## src/rtl/sort_controller.sv

```systemverilog
// sort_controller: sequencing FSM for an insertion-style sorting cell array.
// It loads a batch of words into the array, then unloads them smallest-first
// from the head cell, and finally clears the array for the next batch.
// Optional build macro: SORT_CTRL_DESCENDING_EN complements the words on the
// way in and out, so the same ascending array yields descending output.
module sort_controller #(
  parameter int DATA_WIDTH = 8,
  parameter int NUM_CELLS  = 16
) (
  input  logic                  clk,
  input  logic                  reset,
  input  logic                  in_valid,
  output logic                  in_ready,
  input  logic                  in_last,
  input  logic [DATA_WIDTH-1:0] in_data,
  output logic                  out_valid,
  input  logic                  out_ready,
  output logic                  out_last,
  output logic [DATA_WIDTH-1:0] out_data,
  output logic                  array_enable,
  output logic                  array_shift_up,
  output logic [DATA_WIDTH-1:0] array_new_data,
  output logic                  array_clear,
  input  logic [DATA_WIDTH-1:0] head_data,
  output logic                  busy
);

  localparam int CW = $clog2(NUM_CELLS + 1);
  localparam logic [CW-1:0] FULL = CW'(NUM_CELLS);
  localparam logic [CW-1:0] ONE  = CW'(1);

  typedef enum logic [1:0] {
    IDLE   = 2'd0,
    LOAD   = 2'd1,
    UNLOAD = 2'd2,
    CLEAR  = 2'd3
  } state_t;

  state_t          state;
  logic [CW-1:0]   count;
  logic            accepting;
  logic            in_xfer;
  logic            out_xfer;
  logic [DATA_WIDTH-1:0] in_word;
  logic [DATA_WIDTH-1:0] head_word;

`ifdef SORT_CTRL_DESCENDING_EN
  assign in_word   = ~in_data;
  assign head_word = ~head_data;
`else
  assign in_word   = in_data;
  assign head_word = head_data;
`endif

  // Handshakes and array commands decoded from the current state; reset masks
  // every output except the clear line, which is held high while reset is.
  always_comb begin
    accepting      = ~reset && ((state == IDLE) || (state == LOAD)) && (count < FULL);
    in_ready       = accepting;
    in_xfer        = in_valid && accepting;
    out_valid      = (state == UNLOAD);
    out_xfer       = out_valid && out_ready;
    out_last       = out_valid && (count == ONE);
    out_data       = out_valid ? head_word : '0;
    array_enable   = in_xfer || out_xfer;
    array_shift_up = out_xfer;
    array_new_data = in_xfer ? in_word : '0;
    array_clear    = reset || (state == CLEAR);
    busy           = (state != IDLE);
  end

  // Batch sequencing and occupancy tracking; the count mirrors how many cells
  // of the array currently hold a word.
  always_ff @(posedge clk or posedge reset) begin
    if (reset) begin
      state <= IDLE;
      count <= '0;
    end else begin
      case (state)
        IDLE, LOAD: begin
          if (in_xfer) begin
            count <= count + ONE;
            if (in_last || (count == FULL - ONE)) begin
              state <= UNLOAD;
            end else begin
              state <= LOAD;
            end
          end
        end
        UNLOAD: begin
          if (out_xfer) begin
            count <= count - ONE;
            if (count == ONE) begin
              state <= CLEAR;
            end
          end
        end
        CLEAR: begin
          count <= '0;
          state <= IDLE;
        end
        default: begin
          count <= '0;
          state <= IDLE;
        end
      endcase
    end
  end

endmodule
```

## config.mk

```make
export PLATFORM = sky130hd
export DESIGN_NAME = sort_controller
export DESIGN_NICKNAME = d
export VERILOG_FILES = /design/src/rtl/sort_controller.sv
export SDC_FILE = /design/constraint.sdc
export NUM_CORES = 1
export LEC_CHECK = 0
export ABC_AREA = 1
export CORE_MARGIN = 2
export CORE_UTILIZATION = 33
export DETAILED_ROUTE_END_ITERATION = 16
export GPL_ROUTABILITY_DRIVEN = 0
export PLACE_DENSITY_LB_ADDON = 0.2
export RECOVER_POWER = 25
export SLEW_MARGIN = 20
export SYNTH_ARGS = -nofsm -noshare
export SYNTH_HDL_FRONTEND = slang
export SYNTH_SLANG_ARGS = --single-unit
```

## constraint.sdc

```tcl
create_clock -name clk -period 1.72 [get_ports clk]
set_clock_uncertainty 0.15 [all_clocks]
set_input_delay 0.344 -clock clk [delete_from_list [all_inputs] [get_ports clk]]
set_output_delay 0.344 -clock clk [all_outputs]
set_load 0.01 [all_outputs]
```

==> impl_metrics.json, run 1 <==
{
  "antenna_left": 0,
  "drtIter0Drc": 23,
  "viasPerCell": 4.59,
  "maxCapViolCount": 0,
  "crit_fanout": 4,
  "ir_worst_vdd_mv": 1.05,
  "syn_area_sq_um": 726,
  "r2r_cells": 9,
  "grt_max_degree": 13,
  "pre_cts_slack_ns": -0.659,
  "place_hpwl_mm": 1.94,
  "tightest_slew_ns": 0.215,
  "combPwrFrac_pct": 78.4,
  "critPathMaxStageDelay_ns": 0.41,
  "violations": "setup timing",
  "final_area_sq_mm": 0.00145,
  "yosysWarnings": 0,
  "r2r_slack_ns": 0.05,
  "cp-endpoint": "array_new_data[5]",
  "cts.htree.levels": 1,
  "clk_latency_ns": 0.26,
  "clock-sinks": 7,
  "seq_area_frac_synth_pct": 24.1,
  "period_minus_slack_ns": 1.80,
  "path_cells": "buf_6 -> nor2_4 -> nand2_2 -> nor2_1 -> buf_2",
  "relSlewSlack_pct": 85.6,
  "switchingPower_uw": 1020,
  "power.leakage_uw": 0.000838,
  "grt_pass1_vias": 1000,
  "critical_path_arrival_ns": 1.30,
  "seq_power_share_pct": 14.5,
  "drt-pass1-iter-count": 4,
  "postSynthAreaPerCell_sq_um": 5.95,
  "layout_commonest_cell": "nand2_1",
  "cts_hold_buf": 0,
  "worst_r2r_startpoint": "count[1]",
  "syn_nets": 147,
  "dieArea_sq_mm": 0.00259,
  "cts_root_buf": "clkbuf_4",
  "crit_slowest_cell": "dfrtp_1",
  "rsz0062_at_grt": "yes",
  "finalHoldViolations": 0,
  "post_drt_wl_per_cell_um": 12.0,
  "crit_type": "reg2out",
  "status": "complete, but fails checks",
  "cts_tree": "yes",
  "crit-reg2reg-capture": "count[4]",
  "synth_top_area_cell": "dfrtp_1",
  "critPathCaptureType": "output pin",
  "start_util_pct": 35.9,
  "pwr_density_cell_mw_per_mm2": 1480,
  "num_rows": 16,
  "drc": 0,
  "cp_top_family": "flip-flops",
  "cts_max_path_buffers": 2,
  "crit_buf_inv": 2,
  "timing.fmax_mhz": 556,
  "final_max_slew_viol_count": 0,
  "nets": 224,
  "clkTransAtPathRegs_ns": 0.05,
  "cts_buffers": 3,
  "track_usage_pct": 21.6,
  "swShare_pct": 47.5,
  "postLayoutCoreUtil_pct": 71.5,
  "synth_area_leaders": "dfrtp_1, nand2_1, nor2_1, inv_1, ha_1",
  "yosysUniqueCellTypes": 21,
  "io_pins": 44,
  "syn_to_final_growth_pct": 99.3,
  "dpl_cell_area_sq_mm": 0.00133,
  "setup_viol": 20,
  "ys_seq_elements": 7,
  "final.setup.tns_ns": -0.778,
  "total_power_uw": 2150,
  "antenna_found_initial": 0,
  "startpoint": "state[1]",
  "core_sq_mm": 0.00202,
  "required_ns": 1.23,
  "critical_path_cell_count": 5,
  "routed_wirelength_mm": 2.70,
  "clockPowerShare_pct": 7.1,
  "p_int_uw": 1130,
  "vias": 1033,
  "min_period_over_period_pct": 105,
  "synthCells": 122,
  "die_y_um": 50.9,
  "grt-ovfl-total": 0,
  "diodes": 0,
  "drive_gt1_share_pct": 45.5,
  "grt_pass1_wl_mm": 4.15,
  "die_w_um": 50.9,
  "layout_setup_ws_ns": -0.0785,
  "layout_common_cells": "nand2_1, buf_4, buf_2",
  "portBuffers": 43,
  "yosys.area.top_type_share_pct": 24.1,
  "hp-class": "in2async",
  "start_kind": "register"
}
[logic make-up (layout without fill, tap and decap cells)]
logic type	count (synthesis)	count (layout)	synth area share (%)
compound gates	7	7	5.52
fa+ha+maj	4	4	6.90
buf+inv	28	103	16.0
flops	7	7	24.1
simple gates	76	77	47.4
[repair_timing]
action | 4_1_cts | 5_1_grt
setup endpoints to repair | 24 | 16
setup buffers | 7 | 3
cloned | 1 | 0
pin swaps | 4 | 14
resized for setup | 108 | 22
[synth_stat cells]
| cell | number |
|---|---|
| a21oi_1 | 1 |
| a31oi_1 | 1 |
| buf_2 | 1 |
| buf_6 | 1 |
| dfrtp_1 | 7 |
| ha_1 | 4 |
| inv_1 | 22 |
| inv_2 | 3 |
| inv_4 | 1 |
| nand2_1 | 34 |
| nand2_2 | 1 |
| nand2_4 | 2 |
| nand3_1 | 8 |
| nand4_1 | 2 |
| nor2_1 | 24 |
| nor2_2 | 1 |
| nor2_8 | 1 |
| o21ai_0 | 3 |
| o21ai_1 | 1 |
| o21ai_2 | 1 |
| or2_2 | 3 |
[worst min-delay path, stage by stage]
cell	delay (ns)
dlygate4sd2_1	0.26
inv_2	0.09
buf_4	0.17
[per-layer routing]
layer | vias to the layer above | share of wire, % | global-route usage (%)
li1 | 519 | - | -
met2 | 39 | 47 | 39.0
met4 | 0 | 3.9 | 11.7
met3 | 11 | 7.4 | 3.80
met1 | 464 | 42 | 23.7
met5 | - | 0 | 0
[area by class of cell]
class                           instances  area, sq um
Clock buffer                            3         22.5
Clock inverter                          1         5.00
Fill cell                             174          576
Inverter                               26          108
Multi-Input combinational cell         88          533
Sequential cell                         7          176
Tap cell                               27         33.8
Timing Repair Buffer                   73          568
[flip-flops by register name, indices dropped and copies added, names as in the netlist]
name,flops
count,5
state,2
[worst min-delay path by stage]
| stage | startpoint | end | slack, ns | depth (start not counted) |
|---|---|---|---|---|
| 2_1_floorplan | reset | count[0] | 0.01 | 1 |
| 3_3_place_gp | count[3] | count[3] | 0.44 | 3 |
| 3_5_place_dp | count[3] | count[3] | 0.44 | 3 |
| 4_1_cts | reset | count[4] | 0.07 | 3 |
| 5_1_grt | reset | count[1] | 0.12 | 3 |
| 6_report | reset | count[4] | 0.11 | 3 |
[metrics by stage]
stage                     std cells  hold slack (ns)
final                           225            0.114
after global routing            225            0.125
after CTS                       222           0.0712
after detailed placement        210            0.438
after global placement          210            0.437
after floorplan                 122           0.0138
[power groups by stage]
stage	Combinational (uW)	Clock, uW	Sequential, uW
after global placement	1370	0	296
after floorplan	730	0	317
after CTS	1480	157	298
after detailed placement	1410	0	298
after global routing	1830	166	319
final	1680	152	312
(Power assumes the default switching activity.)
==> run 2, diff against run 1 <==
--- a/config.mk
+++ b/config.mk
@@ -9,7 +9,7 @@
 export CORE_MARGIN = 2
 export CORE_UTILIZATION = 33
 export DETAILED_ROUTE_END_ITERATION = 16
-export GPL_ROUTABILITY_DRIVEN = 0
+export GPL_ROUTABILITY_DRIVEN = 1
 export PLACE_DENSITY_LB_ADDON = 0.2
 export RECOVER_POWER = 25
 export SLEW_MARGIN = 20
==> results of run 2 <==
Final layout, timing and power as in run 1 (identical DEF).
==> edit 1, RTL diff (settings of run 2) <==
Build with the macro `SORT_CTRL_DESCENDING_EN` defined.
--- a/src/rtl/sort_controller.sv
+++ b/src/rtl/sort_controller.sv
@@ -3,6 +3,8 @@
 // from the head cell, and finally clears the array for the next batch.
 // Optional build macro: SORT_CTRL_DESCENDING_EN complements the words on the
 // way in and out, so the same ascending array yields descending output.
+`define SORT_CTRL_DESCENDING_EN
+
 module sort_controller #(
   parameter int DATA_WIDTH = 8,
   parameter int NUM_CELLS  = 16
Check against the original RTL: not equivalent (a bounded check fails within 4 cycles, from zero or initial values and one cycle with reset high).
==> edit 1 against run 2 <==
The run still ends with setup timing left; total power down 8.6%; sequential cell count unchanged; final area down 10%; setup slack better by 0.028 ns; global-route usage up 0.78 points; routed wire length down 6.0%; area after synthesis down 6.9%; first-iteration DRC count up 13%; critical path depth up 2; largest cell class is now multi-input gates; largest power group unchanged.
==> edit 1: results (changes against run 2) <==
p_clk_share_pct: 7.6  # was 7.1%
wl_met1_um: 1060  # was 1130 µm
grt_pass1_vias: 922  # was 1000
maxCapViolCount: 0  # unchanged
sw_frac_of_total_pct: 46.9  # was 47.5%
synth_xor_xnor_area_share_pct: 0  # unchanged
place_congestion: 0.873  # was 0.902
dp_hpwl_um: 1920  # was 1940 µm
maxSlewHeadroom_pct: 85.9  # was 85.6%
ys_seq_area_share_pct: 25.9  # was 24.1%
setup_viol: 12  # was 20
p_total_mw: 1.96  # was 2.15 mW
dr.pass1.iters: 6  # was 4
ff2ff_path_depth: 10  # was 9
layout-drive-gt1-share_pct: 43.3  # was 45.5%
drt_iter0_markers: 26  # was 23
grt_usage_pct: 22.3  # was 21.6%
startpoint: "count[1]$_DFFE_PP0P_"  # was state[1]$_DFFE_PP0P_
routed.top_layer: "met4"  # unchanged
ys_types: 18  # was 21
synth_commonest_cells: "nand2_1 (33), nor2_1 (27), inv_1 (8), nand3_1 (8), dfrtp_1 (7)"  # was nand2_1 (34), nor2_1 (24), inv_1 (22)
setup_ws_ns: -0.0501  # was -0.0785 ns
yosys-top-cells-area: "dfrtp_1 (26%), nand2_1 (18%), nor2_1 (15%), ha_1 (7.4%), nand3_1 (5.9%)"  # was dfrtp_1 (24%), nand2_1 (18%), nor2_1 (12%), inv_1 (11%), ha_1 (6.9%)
cp_max_fo: 2  # was 4
postCtsResizedCells: 101  # was 108
synth_compound_area_share_pct: 6.67  # was 5.52%
postCtsSetupRepairBufs: 3  # was 7
failed_checks: "setup timing"  # unchanged
hold_ws_ns: 0.0952  # was 0.114 ns
wl_met2_um: 1360  # was 1260 µm
vias_per_cell: 4.63  # was 4.59
dp_cells: 195  # was 210
wl_met3_um: 105  # was 200 µm
use_met2_pct: 40.3  # was 39.0%
power_leakage_nw: 0.717  # was 0.838 nW
synth_fa_ha_area_share_pct: 7.41  # was 6.90%
ir_worst_vdd_v: 0.00120  # was 0.00105 V
fin_setup_tns_ns: -0.240  # was -0.778 ns
vias: 950  # was 1033
overflow: 0  # unchanged
postPlaceCellArea_um2: 1260  # was 1330 µm²
worstSetupEndpoint: "out_last"  # was array_new_data[5]
cts_buffer_depth: 2  # unchanged
syn_nets: 134  # was 147
r2r_slack_ns: 0.04
timing.rr.start: "count[0]$_DFFE_PP0P_"  # was count[1]$_DFFE_PP0P_
outcome: "finished, violations left"  # unchanged
syn_avg_cell_area_um2: 6.20  # was 5.95 µm²
reg_top3: "count: 5 flops, state: 2 flops"  # unchanged
grt_pass1_wl_um: 4270  # was 4150 µm
clk_latency_ns: 0.25
post-place-ws_ns: -0.608  # was -0.659 ns
r2r-end: "state[0]$_DFFE_PP0P_"  # was count[4]$_DFFE_PP0P_
met1_usage_pct: 27.3  # was 23.7%
routedWlPerCell_um: 12.4  # was 12.0 µm
io_buffers: 43  # unchanged
powerComb_mw: 1.50  # was 1.68 mW
cp.arrival_ns: 1.28  # was 1.30 ns
ys.warnings.count: 0  # unchanged
grtUsageMet3_pct: 3.68  # was 3.80%
edit 1: cell count changes after synthesis:
cell and delta:
inv_1 -14, nor2_1 +3, o21ai_0 +2, buf_6 -1
clkbuf_8 +1, inv_4 -1, nand2_1 -1, nor2_2 -1
o21ai_1 -1
edit 1: logic make-up (layout without fill, tap and decap cells):
family                   count (synthesis)  after routing
AO/OA/AOI/OAI                            8              8
AND/OR/NAND/NOR                         77             78
adder cells (fa/ha/maj)                  4              4
buffers and inverters                   13             81
flip-flops                               7              7
edit 1: critical path: stages (launching register included):
cell and delay [ns]:
dfrtp_1 0.38, inv_2 0.08, ha_4 0.12, inv_2 0.03, nor2_2 0.09, nand2_1 0.07
nor2_1 0.11, buf_2 0.16
edit 1: final cells by class:
cell class / instances / area [µm²]
Sequential cell: 7 / 176
Multi-Input combinational cell: 90 / 512
Clock buffer: 4 / 26.3
Tap cell: 27 / 33.8
Inverter: 11 / 43.8
Timing Repair Buffer: 66 / 509
Fill cell: 181 / 641
==> edit 2, RTL diff (config.mk and constraints of run 2) <==
Without the edit above. Encoding of `state_t`: now one-hot (4 bits for 4 states).
--- a/src/rtl/sort_controller.sv
+++ b/src/rtl/sort_controller.sv
@@ -29,11 +29,11 @@
   localparam logic [CW-1:0] FULL = CW'(NUM_CELLS);
   localparam logic [CW-1:0] ONE  = CW'(1);
 
-  typedef enum logic [1:0] {
-    IDLE   = 2'd0,
-    LOAD   = 2'd1,
-    UNLOAD = 2'd2,
-    CLEAR  = 2'd3
+  typedef enum logic [3:0] {
+    IDLE   = 4'b0001,
+    LOAD   = 4'b0010,
+    UNLOAD = 4'b0100,
+    CLEAR  = 4'b1000
   } state_t;
 
   state_t          state;
Formal check against the unedited RTL: same outputs for any inputs over 10 cycles, from zero or initial values and one cycle with reset high; not proved beyond that.
==> edit 2 against run 2 <==
The run still ends with setup timing left; area after synthesis is 19% higher; setup slack worse by 0.19 ns; total power is 19% higher; sequential cell count is 2 higher; register-to-register slack worse by 0.09 ns; sequential power is 15% higher; final area is 28% higher; final cell count is 11% higher; die area is 17% higher; routed wire length is 13% higher; critical path type unchanged.
==> edit 2: results (changes against run 2) <==
ys.warnings.count: 0  # unchanged
largest_register_ffs: 5  # unchanged
combPwrFrac_pct: 79.5  # was 78.4%
grt_pass1_wl_um: 4470  # was 4150 µm
grt_max_degree: 10  # was 13
dr.pass1.iters: 4  # unchanged
critPathSlowestCell: "dfrtp_1"  # unchanged
internal_power_mw: 1.37  # was 1.13 mW
nets: 246  # was 224
postCtsSetupRepairBufs: 11  # was 7
synth_commonest_cells: "nand2_1 (29), inv_1 (28), nor2_1 (23)"  # was nand2_1 (34), nor2_1 (24), inv_1 (22)
cp.arrival_ns: 1.50  # was 1.30 ns
postCtsResizedCells: 112  # was 108
path_clk_slew_ns: 0.07  # was 0.05 ns
cts_max_level: 1  # unchanged
powerComb_mw: 2.04  # was 1.68 mW
cts_root_buf: "clkbuf_4"  # unchanged
fin_cells: 250  # was 225
ys_types: 25  # was 21
fin_setup_tns_ns: -4.92  # was -0.778 ns
cp_max_fo: 6  # was 4
maxSlewHeadroom_pct: 65.8  # was 85.6%
setup_viol: 28  # was 20
failed_checks: "setup timing"  # unchanged
clk_latency_ns: 0.26  # about the same
place_congestion: 0.822  # was 0.902
ys.flop_type: "dfrtp_1"  # unchanged
max_stage_delay_ns: 0.40
grt_usage_pct: 20.5  # was 21.6%
power_leakage_nw: 0.968  # was 0.838 nW
numCtsBuffers: 3  # unchanged
outcome: "finished, violations left"  # unchanged
async_reset_ff_share_pct: 100  # unchanged
reg_top3: "count: 5 flops, state: 4 flops"  # was count: 5 flops, state: 2 flops
routedWlPerCell_um: 12.2  # was 12.0 µm
p_seq_share_pct: 14.0  # was 14.5%
setup_ws_ns: -0.269  # was -0.0785 ns
path_delay_family: "buffers and inverters"  # was flip-flops
antenna_found_initial: 0  # unchanged
dp_cells: 229  # was 210
dp_hpwl_um: 2080  # was 1940 µm
drt_iter0_markers: 26  # was 23
ys_seq_area_share_pct: 26.2  # was 24.1%
layout-drive-gt1-share_pct: 55.5  # was 45.5%
antennaDiodeCount: 0  # unchanged
cts_buffer_depth: 2  # unchanged
yosys-top-cells-area: "dfrtp_1 (23%), nand2_1 (13%), inv_1 (12%), nor2_1 (10%), ha_1 (5.8%)"  # was dfrtp_1 (24%), nand2_1 (18%), nor2_1 (12%), inv_1 (11%), ha_1 (6.9%)
ir_worst_vdd_v: 0.000947  # was 0.00105 V
maxCapViolCount: 0  # unchanged
grt_pass1_vias: 1100  # was 1000
synth_cells: 134  # was 122
syn_nets: 159  # was 147
io_buffers: 43  # unchanged
vias_per_cell: 4.71  # was 4.59
-- edit 2: stage by stage --
step,hold WS (ns),area [µm²],utilization (%),worst slack [ns]
final,0.310,1860,74.9,-0.269
after global routing,0.340,1860,74.9,-0.349
after CTS,0.163,1600,64.7,-0.303
after detailed placement,0.330,1540,62.0,-0.695
after global placement,0.327,1540,62.0,-0.625
after floorplan,0.0293,897,-,0.0203
-- edit 2: metal layers --
metal	vias to the layer above	GRT usage, %	wire, µm
met4	0	3.25	29
met3	4	3.76	145
met1	558	25.0	1220
met5	-	0	0
li1	572	-	-
met2	43	37.7	1660
-- edit 2: final timing paths --
path / startpoint / end / slack (ns) / cells after the start
min: reset / count[2]$_DFFE_PP0P_ / 0.31 / 3
max reg2reg: state[0]$_DFFE_PP1P_ / count[0]$_DFFE_PP0P_ / -0.04 / 11
min reg2reg: count[4]$_DFFE_PP0P_ / count[4]$_DFFE_PP0P_ / 0.44 / 3
min in group clk: count[4]$_DFFE_PP0P_ / count[4]$_DFFE_PP0P_ / 0.44 / 3
max in group asynchronous: reset / state[0]$_DFFE_PP1P_ / 0.73 / 3
max: state[1]$_DFFE_PP0P_ / out_data[6] / -0.27 / 8
-- edit 2: final cells by class --
class                      instances  area, µm²
timing repair inverter             1       11.3
sequential                         9        226
inverter                          31        121
clock buffer                       4       26.3
timing repair buffer              82        703
fill                             182        621
multi-input combinational         93        731
tap                               30       37.5
-- edit 2: kinds of logic (layout without fill, tap and decap cells) --
kind of cell / Yosys count / after routing / synth area share [%]
XOR/XNOR: 2 / 2 / 2.03
flip-flops: 9 / 9 / 26.2
AND/OR/NAND/NOR: 76 / 77 / 43.8
AO/OA/AOI/OAI: 10 / 10 / 7.54
adder cells (fa/ha/maj): 4 / 4 / 5.80
buffers and inverters: 33 / 118 / 14.6
